==> config.mk <==
export PLATFORM = sky130hd
export DESIGN_NAME = pipe_stage_reg
export DESIGN_NICKNAME = d
export VERILOG_FILES = /design/src/rtl/pipe_stage_reg.sv
export SDC_FILE = /design/constraint.sdc
export NUM_CORES = 1
export LEC_CHECK = 0
export ABC_AREA = 1
export BUFFER_PORTS_ARGS = -buffer_cell sky130_fd_sc_hd__buf_4
export CORE_AREA = 2 2 89 134
export CTS_CLUSTER_SIZE = 40
export DETAILED_ROUTE_END_ITERATION = 8
export DIE_AREA = 0 0 91 136
export SYNTH_ARGS = -nofsm -noshare
export SYNTH_HDL_FRONTEND = slang
export SYNTH_SLANG_ARGS = --single-unit
==> constraint.sdc <==
create_clock -name clk -period 4.39 [get_ports clk]
set_clock_uncertainty 0.1 [all_clocks]
set_input_delay 0.2195 -clock clk [delete_from_list [all_inputs] [get_ports clk]]
set_output_delay 0.2195 -clock clk [all_outputs]
set_load 0.05 [all_outputs]
==> src/rtl/pipe_stage_reg.sv <==
// pipe_stage_reg
//   Word-wide pipeline register with a valid/ready handshake, used between
//   barrel-shifter pipeline stages. A main register drives the output and a
//   skid register absorbs the one extra word that can arrive in the cycle a
//   downstream stall is first seen. This keeps throughput at one word per
//   cycle without any combinational path from out_ready to in_ready.
//   The set/reset/complement-output behaviour of the old bit-level cell is
//   kept at word granularity.
//
// Ports
//   clk         rising-edge clock
//   reset       asynchronous, active-high; empties the stage and loads
//               RESET_VAL into both data registers
//   set         synchronous; replaces held contents with one SET_VAL word
//   flush       synchronous; discards all held words (data regs untouched)
//   in_valid    upstream word valid
//   in_ready    stage can accept a word (registered)
//   in_data     upstream word
//   out_valid   out_data holds a valid word
//   out_ready   downstream accepts the word
//   out_data    main data register
//   out_data_n  bitwise complement of out_data
//   count       occupancy, 0..2
module pipe_stage_reg #(
    parameter int unsigned      WIDTH     = 32,
    parameter logic [WIDTH-1:0] RESET_VAL = {WIDTH{1'b0}},
    parameter logic [WIDTH-1:0] SET_VAL   = {WIDTH{1'b1}}
) (
    input  logic             clk,
    input  logic             reset,
    input  logic             set,
    input  logic             flush,
    input  logic             in_valid,
    output logic             in_ready,
    input  logic [WIDTH-1:0] in_data,
    output logic             out_valid,
    input  logic             out_ready,
    output logic [WIDTH-1:0] out_data,
    output logic [WIDTH-1:0] out_data_n,
    output logic [1:0]       count
);

    // State encoding equals occupancy, so count is the state register itself.
    localparam logic [1:0] EMPTY = 2'd0;
    localparam logic [1:0] ONE   = 2'd1;
    localparam logic [1:0] FULL  = 2'd2;

    logic [1:0]       state_q;
    logic [1:0]       state_nxt;
    logic [WIDTH-1:0] main_q;
    logic [WIDTH-1:0] main_nxt;
    logic [WIDTH-1:0] skid_q;
    logic [WIDTH-1:0] skid_nxt;
    logic             in_fire;
    logic             out_fire;

    assign in_fire  = in_valid & in_ready;
    assign out_fire = out_valid & out_ready;

    // Next-state and data-write decode. Priority: flush > set > handshake.
    always_comb begin
        state_nxt = state_q;
        main_nxt  = main_q;
        skid_nxt  = skid_q;
        if (flush) begin
            // Words are dropped by state alone; data registers keep their value.
            state_nxt = EMPTY;
        end else if (set) begin
            // Any beat firing now is swallowed; any skid word is abandoned.
            state_nxt = ONE;
            main_nxt  = SET_VAL;
        end else begin
            case (state_q)
                EMPTY: begin
                    if (in_fire) begin
                        main_nxt  = in_data;
                        state_nxt = ONE;
                    end
                end
                ONE: begin
                    if (in_fire && !out_fire) begin
                        skid_nxt  = in_data;
                        state_nxt = FULL;
                    end else if (in_fire && out_fire) begin
                        main_nxt = in_data;
                    end else if (out_fire) begin
                        state_nxt = EMPTY;
                    end
                end
                FULL: begin
                    // in_ready is low here, so only the drain side can fire.
                    if (out_fire) begin
                        main_nxt  = skid_q;
                        state_nxt = ONE;
                    end
                end
                default: state_nxt = EMPTY;
            endcase
        end
    end

    // ---- register stage boundary ----
    always_ff @(posedge clk or posedge reset) begin
        if (reset) begin
            state_q  <= EMPTY;
            main_q   <= RESET_VAL;
            skid_q   <= RESET_VAL;
            in_ready <= 1'b0;
        end else begin
            state_q  <= state_nxt;
            main_q   <= main_nxt;
            skid_q   <= skid_nxt;
            // Registered look-ahead: ready unless the stage is about to be full.
            in_ready <= (state_nxt != FULL);
        end
    end

    assign out_valid  = (state_q != EMPTY);
    assign count      = state_q;
    assign out_data   = main_q;
    assign out_data_n = ~main_q;

endmodule

### After elaboration in Yosys (flattened, before gate mapping)

Index checks and enable logic that the tools add are counted.

* add/sub/neg operators: 0
* multiply operators: 0
* divide/modulo/power cells: 0
* $lt $le $gt $ge: 0
* eq/ne operators: 7
* shift operators: 0
* mux-type cells: 14
* bitwise operators: 5
* reduce and logical (&&, ||, !) cells: 8

Operator list (count)
* $mux 32: 5
* $pmux 32 s3: 1
* $not 32->32: 1
* $mux 2: 7
* $ne 3x3->1 const B: 4
* $pmux 2 s3: 1
* $reduce_and 6->1: 1
* $reduce_and 4->1: 1
* $reduce_bool 4->1: 1
* $and 1x1->1: 2
* $eq 2x1->1 const B: 1
* $eq 2x2->1 const B: 1
* $logic_and 1x1->1: 2
* $logic_not 2->1: 1
* $ne 2x2->1 const B: 1
* $not 1->1: 2
* $reduce_bool 2->1: 1
* $logic_not 1->1: 1

* bits in registers: 67
* latch bits: 0
* memory bits (writable): 0
* memory bits (read-only): 0
* bits of input ports: 38
* output and inout bits: 68
* logic and storage cells: 38
* memories kept: 0

### Logic depth before layout (Yosys ltp)

* word-level depth: 9
* depth in mapped cells: 8
* mapped depth without buffers: 7

### Worst setup path after synthesis

OpenSTA, ideal clock, no wires.

* path type: register to register
* start point: register state_q[1] (netlist: count[1])
* end point: register skid_q[0]
* setup time: 0.066 ns
* arrival: 1.842 ns
* required time: 4.224 ns
* setup slack: 2.382 ns
* stages on the path, launching flop included: 8
* buffers on the path: 1
* period minus slack after synthesis: 2.008 ns
* path through: dfrtp_1 inv_2 nand2_1 nand2_1 nand2_1 buf_2 nand2_1 nand2_1

* longest elaborated chain between the ends: 5
* elaborated cells between the ends (all ways): 6
* those cells by class: eq/ne (1); bitwise (1); reduce/logical (4)

RTL lines
* start: declaration: line 48 `logic [1:0] state_q;`
* start signal: assignment: line 110 `state_q <= state_nxt;`
* $reduce_bool 2->1: line 118 `assign out_valid = (state_q != EMPTY);`
* named net out_valid: line 36 `output logic out_valid,`
* $and 1x1->1: line 58 `assign out_fire = out_valid & out_ready;`
* $logic_not 1->1: line 81 `if (in_fire && !out_fire) begin`
* $logic_and 1x1->1: line 81
* $reduce_and 4->1 (no line)
* end signal: assignment: line 112 `skid_q <= skid_nxt;`
* end: declaration: line 52 `logic [WIDTH-1:0] skid_q;`

The timed path passes the listed nets, and every way through them passes these cells.
A chain may end at the register's enable or synchronous reset.

### Worst setup path in the final report

* start point: input port set
* end point: register skid_q[30]

* longest elaborated chain between the ends: 2

RTL lines
* start: declaration: line 31 `input logic set,`
* $not 1->1 (no line)
* $reduce_and 4->1 (no line)

No other way between the ends.

==> results.yml <==
synthesis:
  synth_fa_ha_area_frac: 0
  synthTopCellsByCount: "nand2_1 (205), nand3_1 (99), dfrtp_1 (67)"
  netlist_instances: 450
  yosysMostFrequentCell: "nand2_1"
  synth_top_area_cell: "dfrtp_1"
  ys_seq_area_frac: 0.510
  synth_top_cell_area_share: 0.510
  synth_cell_types: 16
  syn_area_per_cell_sq_um: 7.31
  synth_edf_count: 0
  synth_mux_area_frac: 0
  syn_area_sq_um: 3290
  synth_compound_area_frac: 0.00456
  synthFlopType: "dfrtp_1"
  synth_area_leaders: "dfrtp_1 (51%), nand2_1 (23%), nand3_1 (15%), inv_1 (4.2%), buf_2 (2.7%)"
  synth_simple_gate_area_frac: 0.401
  synth_nets: 488
  yosys_warnings: 0
  synth-async-reset-ratio: 1.00
  synth_top_family_by_area: "simple AND/OR/NAND/NOR gates"
  synth_xor_area_frac: 0
  ys_ff_latch: 67
floorplanning:
  ios: 106
  die_h_um: 136
  dieArea_sq_um: 12400
  start_util: 0.291
  die_w_um: 91
  core_sq_um: 11300
  rows: 48
final_layout:
  finish.utilization: 0.400
  drive_gt1_frac: 0.246
  area_delta_synth_final_pct: 37.5
  diodes: 0
  nFillCells: 1192
  nets: 585
timing:
  final-max-slew-violation-count: 0
  fin_crit_ns: 2.42
  tightest_slew_ns: 1.02
  final_hold_viol_count: 0
  timing.slew.headroom: 0.319
  fin_setup_tns_ns: 0
  period_share: 0.551
  setup_viol: 0
  max_freq_ghz: 0.413
  rsz0062_at_grt: "no"
power_and_ir_drop:
  swShare: 0.377
  power.switching_mw: 0.877
  power.density_nw_per_um2: 514
  ir_drop_uv: 182
  combPwrFrac: 0.317
  power_leakage_nw: 2.53
  p_int_mw: 1.45
  pwr-share-seq: 0.353
  p_clk_frac: 0.330
clock_tree:
  cts_sinks: 67
  cts_max_level: 3
  path_clk_slew_ns: 0.06
  clockBufferDepth: 2
  numCtsBuffers: 9
  cts_resized: 0
  cts_tree: "built"
  postCtsSetupBuffers: 0
  clock_latency_ns: 0.33
  cts_hold_buf: 1
  ctsRootBufferMaster: "clkbuf_16"
worst_setup_path:
  cp_max_fo: 37
  cpMostUsedCell: "nand2_1"
  path_cells: "buf_4 -> inv_2 -> nand3_2 -> nor3_4 -> buf_4 -> nand2_1 -> nand2_1 -> nand2_1"
  crit_type: "in -> reg"
  cp.required_ns: 4.51
  endpoint_kind: "register"
  worst_setup_path_start_kind: "input pin"
  crit_path_top_delay_cell: "nand2_1"
  critPathArrivalTime_ns: 2.54
  max_stage_delay_ns: 0.69
flow_run:
  maxCapViolations: 0
worst_hold_path:
  worst_hold_path_type: "in -> reg"
placement:
  numPortBuffers: 105
  place_hpwl_mm: 6.39
  gp_congestion: 0.837
route:
  drtIter0Drc: 177
  drt-pass1-iter-count: 4
  drtAntennaViolNets: 0
  vias: 3183
  drc_errors: 0
  avgRoutedWirePerCell_um: 13.0
  wl_mm: 9.10
  drt-vias-per-instance: 4.53
grt:
  grt_usage: 0.151
  grt_start_max_net_pins: 53
  grt_pass1_wl_mm: 14.9
  antenna_found_initial: 0
  grt_overflow: 0
  grt_pass1_vias: 3043
status:
  run_status: "completed"
-- worst paths after layout --
check / startpoint / end / slack [ns] / cells past startpoint
max: set / skid_q[30] / 1.97 / 8
min: in_data[2] / skid_q[2] / 0.02 / 3
max reg2reg: count[1] / skid_q[30] / 2.04 / 7
min reg2reg: skid_q[14] / skid_q[14] / 0.37 / 2
max in group asynchronous: reset / out_data[6] / 2.89 / 4
min in group asynchronous: reset / out_data[21] / 0.31 / 3
-- power groups by stage --
stage / clock network [mW] / logic, mW / registers (mW)
final: 0.767 / 0.738 / 0.822
after detailed placement: 0 / 0.745 / 0.830
after CTS: 0.780 / 0.745 / 0.822
after global placement: 0 / 0.734 / 0.826
after global routing: 0.810 / 0.792 / 0.837
after floorplan: 0 / 0.349 / 0.979
-- logic make-up after synthesis --
logic type / count (synthesis)
flops: 67
simple gates: 312
buf+inv: 68
compound gates: 3
-- per-layer routing --
layer / global-route usage / wire [um] / vias to the layer above
met5: 0 / 0 / -
met4: 0.0859 / 331 / 0
met3: 0.0355 / 409 / 21
met2: 0.257 / 4670 / 82
met1: 0.173 / 3690 / 1484
li1: - / - / 1596
-- metrics by stage --
| step | hold slack, ns | power (mW) | cell area [sq um] | std cells | worst slack [ns] |
|---|---|---|---|---|---|
| floorplan | 0.255 | 1.33 | 3290 | 450 | 2.38 |
| global placement | 0.105 | 1.56 | 4190 | 685 | 1.68 |
| detailed placement | 0.113 | 1.58 | 4190 | 685 | 1.59 |
| CTS | 0.0180 | 2.35 | 4520 | 702 | 1.94 |
| global route | 0.0283 | 2.44 | 4520 | 702 | 1.70 |
| finish | 0.0231 | 2.33 | 4520 | 702 | 1.97 |
-- layout make-up --
class | instances | area (sq um) | share of cell area
tap | 150 | 188 | 0.0415
inverter | 41 | 154 | 0.0340
multi-input combinational | 315 | 1340 | 0.295
timing repair buffer | 113 | 851 | 0.188
clock buffer | 9 | 225 | 0.0498
clock inverter | 7 | 92.6 | 0.0205
sequential | 67 | 1680 | 0.371
-- flip-flops by register name (all words and copies together), names as in the netlist --
register,count
count,2
in_ready,1
out_data,32
skid_q,32
-- critical path, delay by kind of cell --
kind | cells | cell delay (ns)
buffers and inverters | 3 | 0.93
AND/OR/NAND/NOR | 5 | 1.36
-- layout by cell type, fill, tap and decap left out, types with 2 or more instances in the layout --
master / n
nand2_1: 205
buf_4: 112
nand3_1: 99
dfrtp_1: 67
inv_1: 36
clkbuf_16: 9
inv_2: 5
nor2_1: 3
clkinvlp_4: 3
a21oi_1: 2
clkinv_2: 2
bufinv_16: 2
Power figures use the tool's default switching activity.
